File: src/rtl/apb_mcu_maint_regs.sv
// rtl/apb_mcu_maint_regs.sv - APB3 slave exposing MCU2IPU core status, sticky flags and an interrupt FIFO
// Optional APB_MCU_PSLVERR_EN adds a registered PSLVERR output.
module apb_mcu_maint_regs #(
  parameter int NUM_CORES  = 4,
  parameter int INT_INFO_W = 4,
  parameter int FIFO_DEPTH = 8,
  parameter int ADDR_W     = 16
) (
  input  logic                  PCLK,
  input  logic                  PRESET,
  input  logic                  PSEL,
  input  logic                  PENABLE,
  input  logic                  PWRITE,
  input  logic [ADDR_W-1:0]     PADDR,
  input  logic [31:0]           PWDATA,
  output logic [31:0]           PRDATA,
  output logic                  PREADY,
  input  logic [NUM_CORES-1:0]  MCU2IPU_CoreRunning,
  input  logic [NUM_CORES-1:0]  MCU2IPU_CoreOnline,
  input  logic                  MCU2IPU_FaultInt,
  input  logic                  MCU2IPU_NMI,
  input  logic                  MCU2IPU_IntValid,
  input  logic [INT_INFO_W-1:0] MCU2IPU_IntInfo,
  output logic                  IRQ
`ifdef APB_MCU_PSLVERR_EN
  ,
  output logic                  PSLVERR
`endif
);

  localparam int PTR_W = $clog2(FIFO_DEPTH);
  localparam int CNT_W = PTR_W + 1;
  localparam logic [CNT_W-1:0] FULL_CNT = CNT_W'(FIFO_DEPTH);

  localparam logic [2:0] A_STATUS  = 3'd0;
  localparam logic [2:0] A_FLAGS   = 3'd1;
  localparam logic [2:0] A_INTPOP  = 3'd2;
  localparam logic [2:0] A_FIFOCNT = 3'd3;
  localparam logic [2:0] A_IRQ_EN  = 3'd4;

  logic                  setup;
  logic                  access;
  logic [2:0]            reg_sel;

  logic [INT_INFO_W-1:0] mem [FIFO_DEPTH];
  logic [PTR_W-1:0]      wr_ptr;
  logic [PTR_W-1:0]      rd_ptr;
  logic [CNT_W-1:0]      count;

  logic                  fault_flag;
  logic                  nmi_flag;
  logic                  ovf_flag;
  logic [3:0]            irq_en;
  logic                  pop_armed;

  logic                  fifo_empty;
  logic                  fifo_full;
  logic                  wr_flags;
  logic                  wr_irq_en;
  logic                  pop_do;
  logic                  push_do;
  logic                  ovf_set;
  logic [31:0]           rdata;
  logic                  unused_ok;

  assign setup   = PSEL & ~PENABLE;
  assign access  = PSEL & PENABLE;
  assign reg_sel = PADDR[4:2];
  assign PREADY  = 1'b1;

  assign unused_ok = ^{PADDR[ADDR_W-1:5], PADDR[1:0], PWDATA[31:4]};

  assign fifo_empty = (count == '0);
  assign fifo_full  = (count == FULL_CNT);
  assign wr_flags   = access & PWRITE & (reg_sel == A_FLAGS);
  assign wr_irq_en  = access & PWRITE & (reg_sel == A_IRQ_EN);

  // A pop is only honoured if the FIFO was non-empty when the read was set up.
  assign pop_do  = access & ~PWRITE & (reg_sel == A_INTPOP) & pop_armed & ~fifo_empty;
  assign push_do = MCU2IPU_IntValid & (~fifo_full | pop_do);
  assign ovf_set = MCU2IPU_IntValid & ~push_do;

  always_comb begin
    rdata = '0;
    case (reg_sel)
      A_STATUS: begin
        rdata[NUM_CORES-1:0]    = MCU2IPU_CoreRunning;
        rdata[16 +: NUM_CORES]  = MCU2IPU_CoreOnline;
      end
      A_FLAGS:   rdata[2:0] = {ovf_flag, nmi_flag, fault_flag};
      A_INTPOP: begin
        if (!fifo_empty) begin
          rdata[31]               = 1'b1;
          rdata[INT_INFO_W-1:0]   = mem[rd_ptr];
        end
      end
      A_FIFOCNT: rdata[CNT_W-1:0] = count;
      A_IRQ_EN:  rdata[3:0]       = irq_en;
      default:   rdata = '0;
    endcase
  end

  always_ff @(posedge PCLK) begin
    if (PRESET) begin
      PRDATA     <= '0;
      IRQ        <= 1'b0;
      fault_flag <= 1'b0;
      nmi_flag   <= 1'b0;
      ovf_flag   <= 1'b0;
      irq_en     <= '0;
      pop_armed  <= 1'b0;
      wr_ptr     <= '0;
      rd_ptr     <= '0;
      count      <= '0;
    end else begin
      if (setup & ~PWRITE) begin
        PRDATA <= rdata;
      end
      pop_armed <= setup & ~PWRITE & (reg_sel == A_INTPOP) & ~fifo_empty;

      // Set terms are OR-ed last so a concurrent source wins over a W1C clear.
      fault_flag <= (fault_flag & ~(wr_flags & PWDATA[0])) | MCU2IPU_FaultInt;
      nmi_flag   <= (nmi_flag   & ~(wr_flags & PWDATA[1])) | MCU2IPU_NMI;
      ovf_flag   <= (ovf_flag   & ~(wr_flags & PWDATA[2])) | ovf_set;

      if (wr_irq_en) begin
        irq_en <= PWDATA[3:0];
      end

      if (push_do) begin
        wr_ptr <= wr_ptr + 1'b1;
      end
      if (pop_do) begin
        rd_ptr <= rd_ptr + 1'b1;
      end
      case ({push_do, pop_do})
        2'b10:   count <= count + 1'b1;
        2'b01:   count <= count - 1'b1;
        default: count <= count;
      endcase

      IRQ <= (|(irq_en[2:0] & {ovf_flag, nmi_flag, fault_flag})) | (irq_en[3] & ~fifo_empty);
    end
  end

  always_ff @(posedge PCLK) begin
    if (!PRESET && push_do) begin
      mem[wr_ptr] <= MCU2IPU_IntInfo;
    end
  end

`ifdef APB_MCU_PSLVERR_EN
  logic err_cond;

  always_comb begin
    err_cond = 1'b0;
    case (reg_sel)
      A_STATUS, A_FIFOCNT: err_cond = PWRITE;
      A_INTPOP:            err_cond = PWRITE | fifo_empty;
      A_FLAGS, A_IRQ_EN:   err_cond = 1'b0;
      default:             err_cond = 1'b1;
    endcase
  end

  // Registered at the setup edge, so it is high for exactly the access cycle.
  always_ff @(posedge PCLK) begin
    if (PRESET) begin
      PSLVERR <= 1'b0;
    end else begin
      PSLVERR <= setup & err_cond;
    end
  end
`endif

endmodule

File: config.mk
export PLATFORM = sky130hd
export DESIGN_NAME = apb_mcu_maint_regs
export DESIGN_NICKNAME = d
export VERILOG_FILES = /design/src/rtl/apb_mcu_maint_regs.sv
export SDC_FILE = /design/constraint.sdc
export NUM_CORES = 1
export LEC_CHECK = 0
export CAP_MARGIN = 30
export CORE_MARGIN = 3
export CORE_UTILIZATION = 47
export CTS_BUF_LIST = sky130_fd_sc_hd__clkbuf_8
export DETAILED_ROUTE_END_ITERATION = 7
export PLACE_DENSITY = 0.81
export SLEW_MARGIN = 20
export SYNTH_ARGS = -nofsm -noshare
export SYNTH_HDL_FRONTEND = slang
export SYNTH_SLANG_ARGS = --single-unit
File: constraint.sdc
create_clock -name PCLK -period 3.6 [get_ports PCLK]
set_input_delay 0.54 -clock PCLK [delete_from_list [all_inputs] [get_ports PCLK]]
set_output_delay 0.54 -clock PCLK [all_outputs]
set_load 0.1 [all_outputs]
# Word level (Yosys, flattened, before mapping)
# Memories as Yosys holds them, arrays and structs flattened. A register that Yosys moved wholly into a read port is not among the register bits.
# Cells that the tools add are included.
[totals]
reg_bits = 28
latch_bits = 0
mem_bits_rw = 32
romBits = 0
inputBits = 68
word_cells = 74
memories = 1
[classes]
n_addsub = 4
mul = 0
div_mod_pow = 0
order_cmp = 0
n_eq_ne = 7
shift = 0
n_mux = 11
n_bitwise = 35
reduce_logical = 6
[memory_table]
columns = ["memory", "words", "width", "read_ports", "rd_ports_with_merged_regs", "write_ports", "line_no", "text"]
rows = [
  ["mem", 8, 4, 1, 1, 1, "45", "logic [INT_INFO_W-1:0] mem [FIFO_DEPTH];"],
]
[ops]
columns = ["op", "n"]
rows = [
  ["1-bit AND", 21],
  ["3-bit case mux with 5 select lines", 1],
  ["4-bit two-way mux", 2],
  ["1-bit NOT", 8],
  ["4-bit case mux with 2 select lines", 1],
  ["3-bit by 1-bit adder with 3-bit output, second input constant", 2],
  ["3-bit by 2-bit equality test with 1-bit output, second input constant", 2],
  ["3-bit two-way mux", 2],
  ["1-bit OR", 5],
  ["4-bit by 1-bit adder with 4-bit output, second input constant", 1],
  ["4-bit equality test, second input constant", 1],
  ["4-bit zero test", 1],
  ["1-bit two-way mux", 4],
  ["1-bit case mux with 4 select lines", 1],
  ["4-bit by 1-bit subtractor with 4-bit output, second input constant", 1],
  ["3-bit AND", 1],
  ["3-bit by 1-bit equality test with 1-bit output, second input constant", 1],
  ["3-bit equality test, second input constant", 1],
  ["3-bit zero test", 1],
  ["3-bit OR reduction", 1],
  ["2-bit by 1-bit equality test with 1-bit output, second input constant", 1],
  ["2-bit equality test, second input constant", 1],
  ["2-bit nonzero test", 1],
  ["1-bit logical AND", 1],
  ["1-bit zero test", 1],
]

# Logic depth before layout (Yosys ltp)
# Gate-level depths: netlist of run 1.
[depth]
ltp_word = 10
depth_mapped = 10
ltp_nobuf = 9

# Least setup slack after synthesis of run 1
# OpenSTA, ideal clock, no wires.
[synth_timing]
path_type = "in2reg"
from = "input port PADDR[2]"
to = "register count[3]"
setup_time_ps = 123
arrival_time_ps = 2603
required_ps = 3477
path_slack_ps = 874
path_stages = 10
path_buffers = 1
cell_sequence = "buf_2 or3b_4 nor3_4 nand2_1 inv_1 ha_1 a21oi_1 a211oi_1 mux2i_1 mux2_1"
[synth_via]
elab_chain_len = 8
[synth_lines]
columns = ["item", "line_no", "text"]
rows = [
  ["start, declared", "14", "input logic [ADDR_W-1:0] PADDR,"],
  ["3-bit by 2-bit equality test with 1-bit output *", "79", "assign pop_do = access & ~PWRITE & (reg_sel == A_INTPOP) & pop_armed & ~fifo_empty;"],
  ["1-bit AND * (3 in series)", "79", ""],
  ["1-bit OR", "80", "assign push_do = MCU2IPU_IntValid & (~fifo_full | pop_do);"],
  ["1-bit AND", "80", ""],
  ["2-bit by 1-bit equality test with 1-bit output / 2-bit equality test (equally long branches)", "136", "case ({push_do, pop_do})"],
  ["4-bit case mux with 2 select lines / 2-bit nonzero test (equally long branches)", "n/a", ""],
  ["end signal, assigned", "137", "2'b10: count <= count + 1'b1;"],
  ["end signal, assigned", "138", "2'b01: count <= count - 1'b1;"],
  ["end signal, assigned", "139", "default: count <= count;"],
  ["end, declared", "48", "logic [CNT_W-1:0] count;"],
]
# Every way passes the cells marked *; elsewhere a longest branch is shown, timed or not.
# A chain may end at the register's enable or synchronous reset.

# Final worst setup path of run 1
[layout_timing]
from = "input port PADDR[4]"
to = "register count[3]"
# Same word-level chain as after synthesis.

==> results of run 1 <==
==> metrics by stage <==
| step | instance area [um2] | power, mW | utilization, % | setup slack, ns | cells |
|---|---|---|---|---|---|
| 2_1_floorplan | 3080 | 1.00 | - | 0.874 | 278 |
| 3_3_place_gp | 3360 | 1.03 | 55.5 | 0.525 | 362 |
| 3_5_place_dp | 3360 | 1.04 | 55.5 | 0.446 | 362 |
| 4_1_cts | 3650 | 1.88 | 60.2 | 0.796 | 378 |
| 5_1_grt | 3650 | 1.93 | 60.2 | 0.602 | 378 |
| 6_report | 3650 | 1.88 | 60.2 | 0.795 | 378 |
==> power by group <==
group	internal, mW	switching, mW
Clock	0.596	0.261
Combinational	0.0603	0.181
Sequential	0.767	0.0128
==> worst register-to-register path, delay by kind of cell (launching register included) <==
| family | cells | cell delay, ns |
|---|---|---|
| mux | 2 | 0.52 |
| simple gates | 3 | 0.76 |
| compound gates | 2 | 0.29 |
| buf+inv | 1 | 0.06 |
| fa+ha+maj | 1 | 0.32 |
| flops | 1 | 0.39 |
==> how the worst max path moves through the flow <==
stage                          end  slack (ns)  cells past startpoint
after detailed placement  count[3]        0.45                     10
after floorplan           count[3]        0.87                     10
final                     count[3]        0.80                     10
after global placement    count[3]        0.53                     10
after global routing      count[3]        0.60                     10
after CTS                 count[3]        0.80                     10
==> kinds of logic (layout without fill, tap and decap cells) <==
logic type / Yosys count / in the layout / share of synthesized area [%]
compound gates: 34 / 34 / 7.68
mux: 28 / 28 / 13.1
flops: 63 / 63 / 52.8
fa+ha+maj: 5 / 5 / 2.34
xor+xnor: 2 / 2 / 0.585
simple gates: 78 / 78 / 14.1
other cells: 2 / 24 / 0.251
buf+inv: 44 / 69 / 9.14
==> synthesized netlist by cell type (3+ instances only) <==
cell	instances	area share, %
o21ai_0	3	0.50
nor3_1	5	0.83
mux2i_1	12	4.0
mux4_2	8	6.0
mux2_1	4	1.5
buf_2	3	0.50
a22oi_1	7	1.8
nor2b_1	3	0.63
dfxtp_1	31	21
nand2_1	7	0.88
and3_1	3	0.63
nand2b_1	3	0.63
buf_4	24	6.0
edfxtp_1	32	32
or3_1	3	0.63
a21oi_1	12	2.0
nor3b_1	5	1.3
nor4_1	6	1.3
nor2_1	28	3.5
clkbuf_1	9	1.1
nand3_1	5	0.83
mux2_2	3	1.1
ha_1	4	1.7
inv_1	6	0.75
==> area by class of cell <==
type | instances | area (um2) | share of cell area, %
multi-input cells | 171 | 1220 | 33.6
well taps | 75 | 93.8 | 2.57
repair buffers | 47 | 443 | 12.1
inverters | 6 | 22.5 | 0.617
flip-flops and latches | 63 | 1580 | 43.4
clock buffers | 9 | 124 | 3.40
clock inverters | 7 | 159 | 4.36
==> sequential cells by signal, summed over array words and instances (netlist names), named ones only <==
signal	cells
IRQ	1
PRDATA	9
count	4
fault_flag	1
irq_en	4
mem	32
nmi_flag	1
ovf_flag	1
pop_armed	1
rd_ptr	3
wr_ptr	3
==> placed cells by master (no fill, tap or decap), types with 2 or more instances in the layout <==
| cell type | instances |
|---|---|
| nor3b_1 | 5 |
| inv_1 | 6 |
| buf_4 | 11 |
| a22oi_1 | 7 |
| nor4_1 | 6 |
| and3_1 | 3 |
| conb_1 | 24 |
| bufinv_16 | 5 |
| nor3_1 | 5 |
| or3_1 | 3 |
| nand2_1 | 7 |
| dfxtp_1 | 31 |
| nand3_1 | 5 |
| o211ai_1 | 2 |
| mux2i_1 | 12 |
| nor2b_1 | 3 |
| o2bb2ai_1 | 2 |
| clkbuf_8 | 9 |
| nand2b_1 | 3 |
| a21oi_1 | 12 |
| o21ai_0 | 3 |
| mux2_1 | 4 |
| mux4_2 | 8 |
| mux2_2 | 3 |
| clkdlybuf4s50_1 | 36 |
| ha_1 | 4 |
| edfxtp_1 | 32 |
| nor2_1 | 28 |
==> routing by layer <==
metal	wire, um	global-route usage [%]	vias to the layer above
met3	324	3.75	8
met5	0	0	-
met2	2880	27.3	80
met4	63	5.18	0
li1	-	-	976
met1	2400	21.3	992
==> summary.txt, run 1 <==
Worst setup path
  • Crit. Startpoint: PADDR[4]
  • Worst setup EP type: register
  • FF-to-FF path depth: 9
  • CP bufs+invs: 2
  • CP Launch Type: input pin
  • Max incr delay on CP: 0.55 ns
  • Reg2reg end: count[3]
  • Reg2reg setup slack: around 1.2 ns
  • Critical path data required time: about 3.8 ns
  • Reg2reg start: count[0]
  • WS Path Type: in2reg
  • Max Fanout on Critical Path: 9
  • Crit-path leading delay family: simple AND/OR/NAND/NOR gates
  • CP Cell Sequence: clkdlybuf4s50_1 > or3b_4 > nor3_4 > nand2_1 > inv_1 > ha_1 > a21oi_1 > a211oi_1 > mux2i_1 > mux2_1
  • Critical Path AT: slightly above 3 ns
  • Slowest stage cell, crit path: clkdlybuf4s50_1

Routing
  • DRT iter0 DRCs: 140
  • Routed wire per std cell: 15.0 um
  • Post-route ant nets: 0
  • DRT Wirelength: between 5000 and 6000 um
  • First-pass DRT Iterations: 5
  • Drt via density: 5.44
  • Vias: about 2000
  • Drt drc: 0

Final layout
  • Share of cells above drive strength 1: approximately 15%
  • # diodes: 0
  • Nets@finish: 371
  • Area grow syn2layout: 21.7%
  • Fillers: 465

Placed design
  • Hpwl dp: 4180 um
  • Port buffer count: 36
  • GP Congestion: 0.805

Synth
  • Distinct cells, synth: 50
  • Yosys reg bits: 63
  • Ys Warns: 0
  • Register area share after synthesis: 52.8%
  • EDFF count, synth: 32
  • Post-synthesis cell count: 256
  • Asr flop ratio synth: 0%
  • Top FF cell, synth: edfxtp_1
  • Syn Area/Cell: about 12 um2
  • Netlist Area Pre-Place: 0.00300 mm2

Clocking
  • CTS max path bufs: 2
  • CTS tree: done
  • Root buffer cell: clkbuf_8
  • Worst skew pair latency: 0.33 ns
  • Total CTS buffers: 9
  • Post CTS Setup Buffer Count: 0
  • Post-cts sizing count: 0
  • CTS H-tree depth: 3
  • Sinks on Clock Net: 63
  • CTS Hold Buffers Added: 0
  • Clk slew on worst S/H paths: 0.07 ns

Floorplanning
  • I/O pin cnt: 102
  • Die W: 85.9 um
  • Row cnt: 28
  • Core footprint: 0.00606 mm2
  • Initial core utilization: 49.4%
  • Die ar.: approximately 0.0074 mm2
  • Chip height: 85.9 um

Power
  • Power density over cell area: 515 mW/mm2
  • VDD IR-drop max: 0.000292 V
  • P_leak: 1.33 nW

Global route
  • Total GRT Usage: 16.4%
  • Largest net degree at the start of global routing: 39
  • First-pass GRT wire length: 9390 um
  • Vias in the first global route: 1950
  • Initial antenna violation count: 0
  • Total global routing overflow: 0

Timing
  • Relative slew margins: 34.9%
  • Worst hold slack: 0.471 ns
  • Fin. Hold Viols: 0
  • Least-Margin Pin Slew: 0.973 ns
  • Period utilisation layout: 77.9%
  • Clk_skew: 0.00582 ns
  • Setup repair after global routing missed its margin: false
  • # setup viols final: 0
  • Setup TNS: 0 ns
  • Tmin final: 2.80 ns
  • Max Clock Freq: 0.357 GHz
  • Final slew viol count: 0

Min path
  • Hold crit path type: reg2reg
  • Hold path start: PRDATA[31]
  • Hold path cells: 2
  • Hold Path End: PRDATA[31]

Outcome
  • Outcome: finished clean

Run
  • Max_cap viols: 0
No activity file was read; power rests on OpenSTA's default activity.
==> run 2: changes to the inputs <==
--- a/config.mk
+++ b/config.mk
@@ -7,10 +7,10 @@
 export LEC_CHECK = 0
 export CAP_MARGIN = 30
 export CORE_MARGIN = 3
-export CORE_UTILIZATION = 47
+export CORE_UTILIZATION = 42
 export CTS_BUF_LIST = sky130_fd_sc_hd__clkbuf_8
 export DETAILED_ROUTE_END_ITERATION = 7
-export PLACE_DENSITY = 0.81
+export PLACE_DENSITY = 0.77
 export SLEW_MARGIN = 20
 export SYNTH_ARGS = -nofsm -noshare
 export SYNTH_HDL_FRONTEND = slang
==> constraint.sdc (replaced) <==
create_clock -name PCLK -period 2.55 [get_ports PCLK]
set_input_delay 0.3825 -clock PCLK [delete_from_list [all_inputs] [get_ports PCLK]]
set_output_delay 0.3825 -clock PCLK [all_outputs]
set_load 0.1 [all_outputs]
==> run 2 against run 1 <==
Combinational power is 47% higher. Worst hold slack got worse by 0.0080 ns. Sequential power grew 41%. Wire length rose by 2.5%. Sequential cell count did not move. Non-clock buffer count increased by 12. Die area grew 11%. Global-route usage down 1.6 points. Clock power fell by 2%. Critical path type unchanged. Highest routed layer unchanged.
==> summary.txt, run 2 (synthesized netlist as in run 1, its figures left out) <==
Routing
  • Vias: 2087 (+1.5%)
  • Drt drc: 0 (unchanged)
  • Post-route ant nets: 0 (unchanged)
  • DRT iter0 DRCs: 114 (-19%)
  • M1 WL: 2530 um (+5.4%)
  • Top sig layer: met4
  • DRT Wirelength: 5810 um (+2.5%)
  • Met2 wire len: 2880 um (-0.14%)
  • First-pass DRT Iterations: 5 (unchanged)
  • Drt via density: 5.08 (-6.6%)
  • Routed wire per std cell: 14.1 um (-5.7%)
  • Met3 wire length: 329 um (+1.5%)

Floorplanning
  • I/O pin cnt: 102 (unchanged)
  • Initial core utilization: 43.6% (-5.8 points)
  • Die ar.: 0.00818 mm2 (+11%)
  • Chip height: 90.5 um (+5.4%)
  • Die W: 90.5 um (+5.4%)
  • Core footprint: 0.00687 mm2 (+13%)
  • Row cnt: 30 (+7.1%)

Final layout
  • Area grow syn2layout: 22.0%
  • Commonest cells after routing, fill and taps aside: 33 x buf_4, 32 x edfxtp_1, 31 x dfxtp_1, 28 x nor2_1, 26 x clkdlybuf4s50_1
  • Most common cell after layout, fill and taps aside: buf_4
  • Max FFs per register: 32 (unchanged)
  • Fin area: 0.00365 mm2 (+0.21%)
  • Area of the multi-input gates: 0.00123 mm2 (+0.31%)
  • Register area: 0.00158 mm2 (unchanged)
  • Non-filler cells, final: 411 (+8.7%)
  • # diodes: 0 (unchanged)
  • Reg with most FFs: mem
  • Largest regs: mem x32, PRDATA x9
  • Nets@finish: 383 (+3.2%)
  • Fillers: 593 (+28%)
  • Share of cells above drive strength 1: 21.6% (+7.1 points)

Worst setup path
  • CP Cell Sequence: clkdlybuf4s50_1 > or3b_4 > nor3_4 > nand2_1 > inv_1 > ha_1 > a21oi_2 > a211oi_1 > mux2i_1 > mux2_1
  • Reg2reg setup slack: 0.27 ns (-0.89 ns)
  • CP Launch Type: input pin
  • Max incr delay on CP: 0.47 ns (-0.08 ns)
  • Max Fanout on Critical Path: 3 (-6)
  • WS Path Type: in2reg
  • FF-to-FF path depth: 11 (+2)
  • Slowest stage cell, crit path: clkdlybuf4s50_1
  • Critical Path AT: 2.63 ns (-0.40 ns)
  • Critical path data required time: 2.77 ns (-1.05 ns)
  • Worst setup EP type: register

Min path
  • Hold crit path type: reg2reg
  • Hold path cells: 2 (unchanged)

Clocking
  • Root buffer cell: clkbuf_8
  • Total CTS buffers: 9 (unchanged)
  • CTS H-tree depth: 3 (unchanged)
  • Worst skew pair latency: 0.33 ns (about the same)
  • Post CTS Setup Buffer Count: 0 (unchanged)
  • CTS tree: done
  • CTS max path bufs: 2 (unchanged)
  • CTS Hold Buffers Added: 0 (unchanged)
  • Sinks on Clock Net: 63 (unchanged)
  • Clk slew on worst S/H paths: 0.07 ns (about the same)

Timing
  • Final slew viol count: 0 (unchanged)
  • Relative slew margins: 59.7% (+25 points)
  • # setup viols final: 0 (unchanged)
  • Fin. Hold Viols: 0 (unchanged)
  • Worst hold slack: 0.463 ns (-0.00804 ns)
  • Max Clock Freq: approximately 0.42 GHz
  • Tmin final: 2.40 ns
  • Least-Margin Pin Slew: 0.596 ns (-0.377 ns)
  • Final Worst Setup Slack: 0.146 ns (-0.649 ns)
  • Setup TNS: 0 ns (unchanged)
  • Period utilisation layout: a little over nine tenths
  • Clk_skew: 0.00709 ns (+0.00127 ns)

Placed design
  • Area after DPL: 0.00346 mm2 (+2.7%)
  • Hpwl dp: 4300 um (+2.8%)
  • Port buffer count: 36 (unchanged)
  • DP Worst Slack: -0.224 ns (-0.670 ns)
  • GP Congestion: 0.860 (+6.8%)
  • Placed cells: 395 (+9.1%)

Power
  • VDD IR-drop max: 0.000322 V (+10%)
  • Power density over cell area: 627 mW/mm2 (+22%)
  • P_leak: 1.36 nW (+2.4%)

Global route
  • Total global routing overflow: 0 (unchanged)
  • Largest net degree at the start of global routing: 35 (-10%)
  • Vias in the first global route: 2053 (+5.3%)
  • Total GRT Usage: 14.8% (-1.6 points)
  • Initial antenna violation count: 0 (unchanged)
  • First-pass GRT wire length: 9720 um (+3.5%)

Outcome
  • Outcome: finished clean

Run
  • Max_cap viols: 0 (unchanged)
-- run 2: path summary, 6_finish.rpt --
| path | start | end |
|---|---|---|
| min | PRDATA[31] | PRDATA[31] |
| max reg2reg | count[3] | count[3] |
| max | PADDR[3] | count[3] |
| min reg2reg | PRDATA[31] | PRDATA[31] |
-- run 2: repair_timing --
action	in CTS	in global routing
hold endpoints to repair	0	0
gates resized for setup	0	1
setup endpoints to repair	0	1
-- run 2: final cells by class --
| cell class | count | share of cell area [%] |
|---|---|---|
| clock buffer | 9 | 3.39 |
| clock inverter | 7 | 1.95 |
| inverter | 6 | 0.616 |
| multi-input combinational | 171 | 33.6 |
| sequential | 63 | 43.3 |
| tap | 96 | 3.29 |
| timing repair buffer | 59 | 13.9 |
-- run 2: layer usage --
layer  up-vias  track usage (%)
met2        77             24.9
met1      1004             18.4
met4         0             6.89
met5         -                0
li1       1002                -
met3         4             2.83
-- run 2: where the power goes --
| part | switching [mW] | leakage [nW] | internal (mW) |
|---|---|---|---|
| sequential | 0.0156 | 0.541 | 1.08 |
| combinational | 0.261 | 0.724 | 0.0941 |
| clock | 0.389 | 0.0916 | 0.450 |
| total | 0.665 | 1.36 | 1.63 |
-- run 2: worst max-delay path: cells and delay by family --
kind / cells / cell delay (ns)
AOI/OAI and AO/OA: 2 / 0.26
adders and majority gates: 1 / 0.26
buffers and inverters: 2 / 0.55
muxes: 2 / 0.52
and+or+nand+nor: 3 / 0.64
-- run 2: metrics by stage --
stage                     total power [mW]  utilization, %
after floorplan                       1.41               -
after global placement                1.47            50.3
after detailed placement              1.47            50.3
after CTS                             2.31            53.2
after global routing                  2.37            53.2
final                                 2.29            53.2
==> run 3: changes to the inputs <==
--- a/config.mk
+++ b/config.mk
@@ -10,6 +10,7 @@
 export CORE_UTILIZATION = 42
 export CTS_BUF_LIST = sky130_fd_sc_hd__clkbuf_8
 export DETAILED_ROUTE_END_ITERATION = 7
+export GPL_TIMING_DRIVEN = 0
 export PLACE_DENSITY = 0.77
 export SLEW_MARGIN = 20
 export SYNTH_ARGS = -nofsm -noshare
==> run 3 against run 2 <==
Critical path depth stayed put. Final cell count is 3.6% higher. Highest routed layer unchanged. Sequential share of layout area is 1.1 points lower. Die area stayed put. Clock skew is 0.0014 ns higher.
==> summary.txt, run 3 (synthesized netlist as in run 1, its figures left out) <==
Outcome
  • Outcome: finished clean

Routing
  • DRT Wirelength: 6100 um (+4.9%)
  • Drt via density: 4.96 (-2.3%)
  • Post-route ant nets: 0 (unchanged)
  • DRT iter0 DRCs: 106 (-7.0%)
  • Drt drc: 0 (unchanged)
  • Vias: 2114 (+1.3%)
  • First-pass DRT Iterations: 4 (-1)
  • Routed wire per std cell: 14.3 um (+1.2%)

Final layout
  • Non-filler cells, final: 426 (+3.6%)
  • Final Core Density: 54.6% (+1.4 points)
  • Largest regs: mem x32, PRDATA x9
  • Nets@finish: 398 (+3.9%)
  • Area grow syn2layout: 25.2%
  • Share of cells above drive strength 1: 21.5% (-0.072 points)
  • Fin area: 0.00375 mm2 (+2.6%)
  • Reg with most FFs: mem
  • # diodes: 0 (unchanged)
  • Commonest cells after routing, fill and taps aside: 32 x edfxtp_1, 31 x dfxtp_1, 31 x clkdlybuf4s50_1, 28 x nor2_1, 27 x buf_4
  • Most common cell after layout, fill and taps aside: edfxtp_1
  • Max FFs per register: 32 (unchanged)

Timing
  • Tmin final: 2.42 ns (+0.0126 ns)
  • # setup viols final: 0 (unchanged)
  • Clk_skew: 0.00847 ns (+0.00138 ns)
  • Worst hold slack: 0.405 ns (-0.0581 ns)
  • Final slew viol count: 0 (unchanged)
  • Relative slew margins: 34.7% (-25 points)
  • Setup repair after global routing missed its margin: true
  • Period utilisation layout: 94.8% (+0.49 points)
  • Fin. Hold Viols: 0 (unchanged)
  • Max Clock Freq: 0.414 GHz (-0.52%)
  • Final Worst Setup Slack: 0.134 ns (-0.0126 ns)
  • Setup TNS: 0 ns (unchanged)
  • Least-Margin Pin Slew: 0.976 ns (+0.379 ns)

Worst setup path
  • Critical path data required time: 2.77 ns (about the same)
  • Reg2reg start: count[0]
  • Reg2reg setup slack: 0.21 ns (-0.06 ns)
  • WS Path Type: in2reg
  • Worst setup EP type: register
  • Reg2reg end: count[3]
  • CP Launch Type: input pin
  • Max Fanout on Critical Path: 4 (+1)
  • Critical Path AT: 2.63 ns (about the same)
  • FF-to-FF path depth: 9 (-2)

Power
  • Design Power: 2.21 mW (-3.5%)
  • VDD IR-drop max: 0.000242 V (-25%)
  • Sequential share of power: 49.9% (+2.0 points)
  • Sw frac: 28.6% (-0.43 points)
  • P_leak: 1.41 nW (+3.7%)
  • Cell Int Power: 1.58 mW (-2.9%)
  • Combinational share of power: 16.7% (+1.2 points)
  • Net Sw Power: 632 uW (-4.9%)
  • Power density over cell area: 590 mW/mm2 (-6.0%)
  • Power share of the clock group: 33.4% (-3.2 points)

Placed design
  • Port buffer count: 31 (-14%)
  • GP Congestion: 0.874 (+1.7%)
  • Hpwl dp: 4560 um (+6.1%)
  • DP Worst Slack: -0.480 ns (-0.256 ns)
  • Area after DPL: 0.00351 mm2 (+1.6%)
  • Placed cells: 405 (+2.5%)

Global route
  • Total global routing overflow: 0 (unchanged)
  • Largest net degree at the start of global routing: 11 (-69%)
  • Vias in the first global route: 2083 (+1.5%)
  • Initial antenna violation count: 0 (unchanged)
  • First-pass GRT wire length: 10300 um (+5.8%)
  • Total GRT Usage: 15.7% (+0.88 points)

Min path
  • Hold path cells: 4 (+2)
  • Hold path start: PADDR[4]
  • Hold Path End: PRDATA[31]
  • Hold crit path type: in2reg

Clocking
  • Root buffer cell: clkbuf_8
  • Sinks on Clock Net: 63 (unchanged)
  • CTS max path bufs: 2 (unchanged)
  • Clk slew on worst S/H paths: 0.06 ns (about the same)
  • Total CTS buffers: 9 (unchanged)
  • CTS tree: done
  • CTS H-tree depth: 3 (unchanged)
  • Worst skew pair latency: 0.34 ns (about the same)
  • CTS Hold Buffers Added: 0 (unchanged)

Run
  • Max_cap viols: 0 (unchanged)

Floorplanning
  • Core footprint: 0.00687 mm2 (unchanged)
  • Die W: 90.5 um (unchanged)
  • I/O pin cnt: 102 (unchanged)
  • Die ar.: 0.00818 mm2 (unchanged)
  • Initial core utilization: 43.6% (unchanged)
  • Row cnt: 30 (unchanged)
  • Chip height: 90.5 um (unchanged)
[run 3: changes by cell type in the layout (fill, tap and decap cells not counted), sizes merged]
cell	delta
clkbuf	+13
clkdlybuf4s50	+5
clkinvlp	-3
inv	+3
buf	-1
bufinv	-1
clkinv	-1
[run 3: final cells by class]
cell class / instances / area, um2
Sequential cell: 63 / 1580
Clock buffer: 11 / 151
Timing Repair Buffer: 36 / 343
Fill cell: 586 / 3120
Tap cell: 96 / 120
Clock inverter: 5 / 20.0
Multi-Input combinational cell: 171 / 1260
Buffer: 38 / 251
Inverter: 6 / 22.5
[run 3: repair_timing]
action / CTS / global route
gates resized for setup: 0 / 7
endpoints found under the hold margin: 0 / 0
buffers inserted: 1 / 2
pin swaps: 1 / 1
setup endpoints to repair: 17 / 9
[run 3: critical path, cell delays in order]
cell	delay, ns
clkdlybuf4s50_1	0.46
nand4b_1	0.28
nor3_4	0.28
nand2_1	0.12
inv_1	0.09
ha_1	0.27
a21oi_2	0.16
a211oi_1	0.08
mux2i_1	0.17
mux2_1	0.33
[run 3: power groups by stage]
stage               Clock [mW]  Sequential [mW]  Combinational [mW]
CTS                      0.744             1.10               0.363
finish                   0.738             1.10               0.369
global placement             0             1.12               0.357
global route             0.795             1.11               0.392
detailed placement           0             1.12               0.362
floorplan                    0             1.15               0.266
[run 3: per-layer routing]
| layer | vias to the layer above | GRT usage (%) | wire [um] |
|---|---|---|---|
| met5 | - | 0 | 0 |
| met4 | 0 | 6.38 | 104 |
| met3 | 10 | 3.67 | 335 |
| met2 | 62 | 25.7 | 3050 |
| met1 | 1006 | 20.0 | 2600 |
| li1 | 1036 | - | - |
[run 3: how the worst max path moves through the flow]
stage,depth (start not counted),end,slack [ns],startpoint
after floorplan,10,count[3],0.03,PADDR[2]
after global placement,5,mem[4][0],-0.46,PWRITE
after detailed placement,10,count[3],-0.48,PWRITE
after CTS,10,count[3],0.003,PWRITE
after global routing,10,count[3],-0.07,PWRITE
final,10,count[3],0.13,PWRITE
